## src/rtl/matrix_transpose_seq.sv

```systemverilog
`default_nettype none
// +----------------------------------------------------------------------+
// | Module   : matrix_transpose_seq                                      |
// | Function : loads eight rows into an external 8x8 store, then drains  |
// |            eight columns (or rows) one vector at a time.             |
// | Revision : 1.0  initial release                                      |
// +----------------------------------------------------------------------+
module matrix_transpose_seq #(
    parameter int DATA_W    = 32,
    parameter int TRANSPOSE = 1
) (
    input  logic                clk,
    input  logic                reset,
    input  logic                in_valid,
    output logic                in_ready,
    input  logic [8*DATA_W-1:0] in_data,
    output logic [4:0]          mem_address,
    output logic                mem_rw,
    output logic [8*DATA_W-1:0] mem_wdata,
    input  logic [8*DATA_W-1:0] mem_rdata,
    output logic                out_valid,
    input  logic                out_ready,
    output logic [8*DATA_W-1:0] out_data,
    output logic [2:0]          out_index,
    output logic                out_last,
    output logic                busy
);

    typedef enum logic [1:0] {
        S_LOAD    = 2'd0,
        S_ISSUE   = 2'd1,
        S_CAPTURE = 2'd2,
        S_HOLD    = 2'd3
    } state_t;

    // Column reads live at 8..15 in the store, row reads at 0..7.
    localparam logic [4:0] c_READ_BASE = (TRANSPOSE != 0) ? 5'd8 : 5'd0;

    state_t              r_state;
    state_t              w_state_nxt;
    logic [2:0]          r_rcnt;
    logic [2:0]          w_rcnt_nxt;
    logic [2:0]          r_vcnt;
    logic [2:0]          w_vcnt_nxt;
    logic                r_out_valid;
    logic                w_out_valid_nxt;
    logic [8*DATA_W-1:0] r_out_data;
    logic [8*DATA_W-1:0] w_out_data_nxt;
    logic [2:0]          r_out_index;
    logic [2:0]          w_out_index_nxt;
    logic                r_out_last;
    logic                w_out_last_nxt;
    logic [4:0]          w_read_addr;

    assign w_read_addr = c_READ_BASE | {2'b00, r_vcnt};

    always_ff @(posedge clk or posedge reset) begin
        if (reset) begin
            r_state     <= S_LOAD;
            r_rcnt      <= 3'd0;
            r_vcnt      <= 3'd0;
            r_out_valid <= 1'b0;
            r_out_data  <= '0;
            r_out_index <= 3'd0;
            r_out_last  <= 1'b0;
        end else begin
            r_state     <= w_state_nxt;
            r_rcnt      <= w_rcnt_nxt;
            r_vcnt      <= w_vcnt_nxt;
            r_out_valid <= w_out_valid_nxt;
            r_out_data  <= w_out_data_nxt;
            r_out_index <= w_out_index_nxt;
            r_out_last  <= w_out_last_nxt;
        end
    end

    always_comb begin
        w_state_nxt     = r_state;
        w_rcnt_nxt      = r_rcnt;
        w_vcnt_nxt      = r_vcnt;
        w_out_valid_nxt = r_out_valid;
        w_out_data_nxt  = r_out_data;
        w_out_index_nxt = r_out_index;
        w_out_last_nxt  = r_out_last;
        mem_rw          = 1'b0;
        mem_address     = 5'd0;

        case (r_state)
            S_LOAD: begin
                // The row is written to the store on the same edge it is accepted.
                if (in_valid) begin
                    mem_rw      = 1'b1;
                    mem_address = {2'b00, r_rcnt};
                    w_rcnt_nxt  = r_rcnt + 3'd1;
                    if (r_rcnt == 3'd7) begin
                        w_vcnt_nxt  = 3'd0;
                        w_state_nxt = S_ISSUE;
                    end
                end
            end
            S_ISSUE: begin
                mem_address = w_read_addr;
                w_state_nxt = S_CAPTURE;
            end
            S_CAPTURE: begin
                // Store read data is valid one edge after the address was issued.
                mem_address     = w_read_addr;
                w_out_data_nxt  = mem_rdata;
                w_out_index_nxt = r_vcnt;
                w_out_last_nxt  = (r_vcnt == 3'd7);
                w_out_valid_nxt = 1'b1;
                w_state_nxt     = S_HOLD;
            end
            S_HOLD: begin
                if (out_ready) begin
                    w_out_valid_nxt = 1'b0;
                    if (r_vcnt == 3'd7) begin
                        w_vcnt_nxt  = 3'd0;
                        w_state_nxt = S_LOAD;
                    end else begin
                        w_vcnt_nxt  = r_vcnt + 3'd1;
                        w_state_nxt = S_ISSUE;
                    end
                end
            end
            default: begin
                w_state_nxt = S_LOAD;
            end
        endcase
    end

    assign mem_wdata = in_data;
    assign in_ready  = (r_state == S_LOAD);
    assign busy      = (r_state != S_LOAD);
    assign out_valid = r_out_valid;
    assign out_data  = r_out_data;
    assign out_index = r_out_index;
    assign out_last  = r_out_last;

endmodule
`default_nettype wire

```

## config.mk

```make
export PLATFORM = sky130hd
export DESIGN_NAME = matrix_transpose_seq
export DESIGN_NICKNAME = d
export VERILOG_FILES = /design/src/rtl/matrix_transpose_seq.sv
export SDC_FILE = /design/constraint.sdc
export NUM_CORES = 1
export LEC_CHECK = 0
export ABC_AREA = 0
export CORE_AREA = 2 2 407 409
export CTS_CLUSTER_DIAMETER = 150
export DETAILED_ROUTE_END_ITERATION = 12
export DIE_AREA = 0 0 409 411
export PLACE_DENSITY_LB_ADDON = 0.3
export SETUP_SLACK_MARGIN = 0.3
export SYNTH_ARGS = -nofsm -noshare
export SYNTH_HDL_FRONTEND = slang
export SYNTH_SLANG_ARGS = --single-unit
```

## constraint.sdc

```tcl
create_clock -name clk -period 11.4 [get_ports clk]
set_input_delay 1.71 -clock clk [delete_from_list [all_inputs] [get_ports clk]]
set_output_delay 1.71 -clock clk [all_outputs]
set_load 0.01 [all_outputs]
```

==> results.md <==
GRT:
- The via count of the first global-routing pass is about 8300.
- The global-route total usage across every layer is 0.0617.
- The first global-routing pass estimated about 70000 µm of wire.
- The number of antenna violations at the first check in global routing is 19.
- The maximum number of pins on one net before global-route repair is between 100 and 150.
- Summed over all layers, the global routing overflow is 0.

Min path:
- The startpoint identified for the worst hold timing path is out_data[101].
- The worst hold path terminates at out_data[101].
- The number of cells traversed by the worst hold path is 1.
- The tightest min-delay check is of the reg2reg type.

Placed design:
- The weighted congestion reported at the end of routability-driven placement is 0.685.
- The number of placed cells counting well taps is 3297.
- The worst setup timing slack at the placement stage is approximately 6.4 ns.
- Port buffering added approximately 530 buffers.
- The half-perimeter wire length after placement is approximately 41000 µm.

Timing:
- The post-route clock period utilization is 0.438.
- Measured against its own limit, the worst slew margin works out to 0.399.
- The max-slew violation count is 0.
- At the pin with the least slew margin, the transition time is between 0.9 and 1 ns.
- The achievable clock frequency is between 200 and 250 MHz.
- Setup repair after global routing left no endpoint under its margin.
- The clock skew after layout is around 0.044 ns.
- For the final routed database, the setup TNS stands at 0 ns.
- Counting I/O delays and the setup requirement, the final critical path takes 4.99 ns.
- Across all setup checks in the final design, the least slack found is 6.41 ns.
- Setup violations remaining at the end of the flow were counted as 0.
- The number of hold violations in the final report is 0.

Critical path:
- At the worst endpoint, the required time is a little under 10 ns.
- In this run the critical register-to-register path is captured at out_data[174].
- In this run the critical register-to-register path is launched from r_state[0].
- Setup slack on the worst reg-to-reg path comes out at about 8.2 ns.
- The critical path launch point type is a primary input.
- Data on the critical path arrives at its endpoint at about 3.3 ns.
- The kind of end point of the critical path is an output port.
- In this run the worst path has a maximum fanout of 7.
- The type of the worst setup path is in2out.
- The worst register-to-register path has a depth of 5.

Clock tree:
- The source-to-sink clock delay at the later pin of the worst-skew pair is 0.62 ns.
- The H-tree was split into 2 levels.
- The clock drives around 270 sinks.
- The CTS tree is yes.
- The number of gates resized after cts is 0.
- The tree is rooted in a sky130_fd_sc_hd__clkbuf_16.
- The maximum buffer depth of the clock tree is 3.
- After clock tree synthesis, the clock-pin slew on the worst setup and hold paths is 0.04 ns.
- The total clock buffers created by CTS is 42.
- The number of hold buffers added after cts is 0.
- Post-CTS timing repair inserted 0 buffers for setup.

Synthesis:
- Of the post-synthesis cell area, the dominant cell type holds 0.549.
- The net count of the mapped netlist is between 1000 and 1500.
- The instance count of the mapped netlist is between 800 and 900.
- Synthesis inferred approximately 270 register bits.
- During synthesis, Yosys emitted a total of 0 warnings.
- sky130_fd_sc_hd__dfrtp_1 takes more of the synthesized area than any other cell.
- By area the synthesized netlist is led by sky130_fd_sc_hd__dfrtp_1, sky130_fd_sc_hd__mux2_2, sky130_fd_sc_hd__buf_4.
- The number of different library cells in the post-synthesis netlist is 28.
- For this run, the register share of the synthesized area comes to 0.549.
- The mean post-synth cell area is around 14 µm².
- The mapped netlist covers between 10000 and 15000 µm².

Drt:
- The detailed router finished its first iteration with 221 violations.
- The number of nets still failing antenna checks after routing is 0.
- The number of iterations in the first detailed-routing pass is 4.
- For this block, the routed nets add up to 53400 µm of wire.
- In the routed layout, each cell is associated on average with a via count of about 2.3.
- Summing over every cut layer, the via total after detailed routing is between 7000 and 8000.
- After detailed routing, the average wire length per cell comes to 15.8 µm.
- For this run, design rule violations remaining after detail routing come to 0.

Cells and area:
- Relative to the synthesized area, the layout overhead comes to 59.4%.
- In the final layout, the share of cells above drive strength 1 is 0.284.
- The filler cells instantiated in the layout total about 18000.
- The library cell used most frequently in the layout, excluding fill and tap cells, is sky130_fd_sc_hd__clkdlybuf4s50_1.
- In the final design database the tool counted about 1700 nets.
- The final non-filler cell total is between 3000 and 4000.
- In the layout the commonest cells are sky130_fd_sc_hd__clkdlybuf4s50_1, sky130_fd_sc_hd__dfrtp_1, sky130_fd_sc_hd__mux2_2, sky130_fd_sc_hd__clkbuf_16, sky130_fd_sc_hd__mux2_1.

Pwr:
- The cell leakage power is 7.12 nW.
- IR analysis of the VDD net gives a maximum drop of between 0.0001 and 0.00015 V.
- The power density relative to cell area is roughly 290 nW/µm².

Die:
- The floorplan die height is 411 µm.
- The die covers 168000 µm².
- The die extent in x is between 400 and 500 µm.
- between 1000 and 1500 I/O pins were placed.
- The initial cell density of the core is 0.0749.
- The total area inside the core boundary comes to 164000 µm².
- The row count is 149.

Flow run:
- The max-cap check violation count is 0.

Outcome:
- The run finished with clean final reports.
critical path: stages:
cell	delay, ns
sky130_fd_sc_hd__clkdlybuf4s50_1	0.51
sky130_fd_sc_hd__and2_1	0.30
sky130_fd_sc_hd__a22oi_1	0.12
sky130_fd_sc_hd__nor2_1	0.10
sky130_fd_sc_hd__clkdlybuf4s50_1	0.54
synthesized netlist by cell type:
cell type	count
sky130_fd_sc_hd__and2_1	1
sky130_fd_sc_hd__mux2i_1	1
sky130_fd_sc_hd__nor2_1	4
sky130_fd_sc_hd__mux2_1	11
sky130_fd_sc_hd__and2b_1	1
sky130_fd_sc_hd__o21a_1	1
sky130_fd_sc_hd__nor2b_2	1
sky130_fd_sc_hd__nor2_2	1
sky130_fd_sc_hd__nand2_1	3
sky130_fd_sc_hd__nand2b_1	2
sky130_fd_sc_hd__a31oi_1	1
sky130_fd_sc_hd__dfrtp_1	269
sky130_fd_sc_hd__buf_4	259
sky130_fd_sc_hd__o21ai_1	1
sky130_fd_sc_hd__o21ai_0	2
sky130_fd_sc_hd__buf_2	8
sky130_fd_sc_hd__nor3_1	1
sky130_fd_sc_hd__mux2i_2	1
sky130_fd_sc_hd__a22oi_1	3
sky130_fd_sc_hd__conb_1	1
sky130_fd_sc_hd__a21boi_4	1
sky130_fd_sc_hd__o31ai_1	2
sky130_fd_sc_hd__mux2_4	10
sky130_fd_sc_hd__ha_1	8
sky130_fd_sc_hd__buf_6	21
sky130_fd_sc_hd__mux2_2	243
sky130_fd_sc_hd__xor2_1	1
sky130_fd_sc_hd__inv_1	4
routing by layer:
metal  vias to the layer above  track usage  wire length (µm)
li1                       3245            -                 -
met1                      3662       0.0681             20700
met2                       535       0.0914             23100
met3                       163       0.0369              6680
met4                        20       0.0339              2760
met5                         -      0.00367               215
flip-flops by register name, summed over array words and instances (netlist names):
name / count
out_valid: 1
r_rcnt: 3
out_last: 1
r_state: 2
r_vcnt: 3
out_index: 3
out_data: 256
final cells by class:
cell class                      count  area, µm²  area share
Sequential cell                   269       6730       0.344
Timing Repair Buffer              534       5340       0.273
Multi-Input combinational cell    301       3320       0.170
Tap cell                         2189       2740       0.140
Clock buffer                       55       1180      0.0603
Clock inverter                     20        224      0.0114
Inverter                            4       22.5     0.00115
Antenna cell                        3       7.51    0.000384
power by group:
group	switching (mW)	leakage [nW]	internal, mW	total, mW
Sequential	0.260	3.15	1.45	1.71
Combinational	1.03	3.29	1.50	2.54
Clock	0.553	0.681	0.782	1.33
Total	1.85	7.12	3.74	5.58
worst max-delay path by stage:
| stage | startpoint | end | slack [ns] |
|---|---|---|---|
| after floorplan | reset | out_data[0] | 2.28 |
| after global placement | in_valid | mem_address[0] | 6.33 |
| after detailed placement | in_valid | mem_address[1] | 6.41 |
| after CTS | in_valid | mem_address[1] | 6.40 |
| after global routing | in_valid | mem_address[2] | 6.32 |
| final | in_valid | mem_address[1] | 6.41 |
stage by stage:
step                      hold slack (ns)  cell area, µm²  utilization  power [mW]
after CTS                           0.488           19600        0.119        5.78
after detailed placement            0.478           18100        0.111        4.34
after global placement              0.466           18100        0.111        4.35
after floorplan                     0.470           12300            -        3.00
final                               0.483           19600        0.119        5.58
after global routing                0.512           19600        0.119        5.96
logic make-up after synthesis:
family | count (synthesis) | share of synthesized area
buf+inv | 292 | 0.182
compound gates | 11 | 0.00693
xor+xnor | 1 | 0.000714
simple gates | 14 | 0.00591
other cells | 1 | 0.000306
fa+ha+maj | 8 | 0.00816
mux | 266 | 0.247
flops | 269 | 0.549
Power figures use the tool's default switching activity.
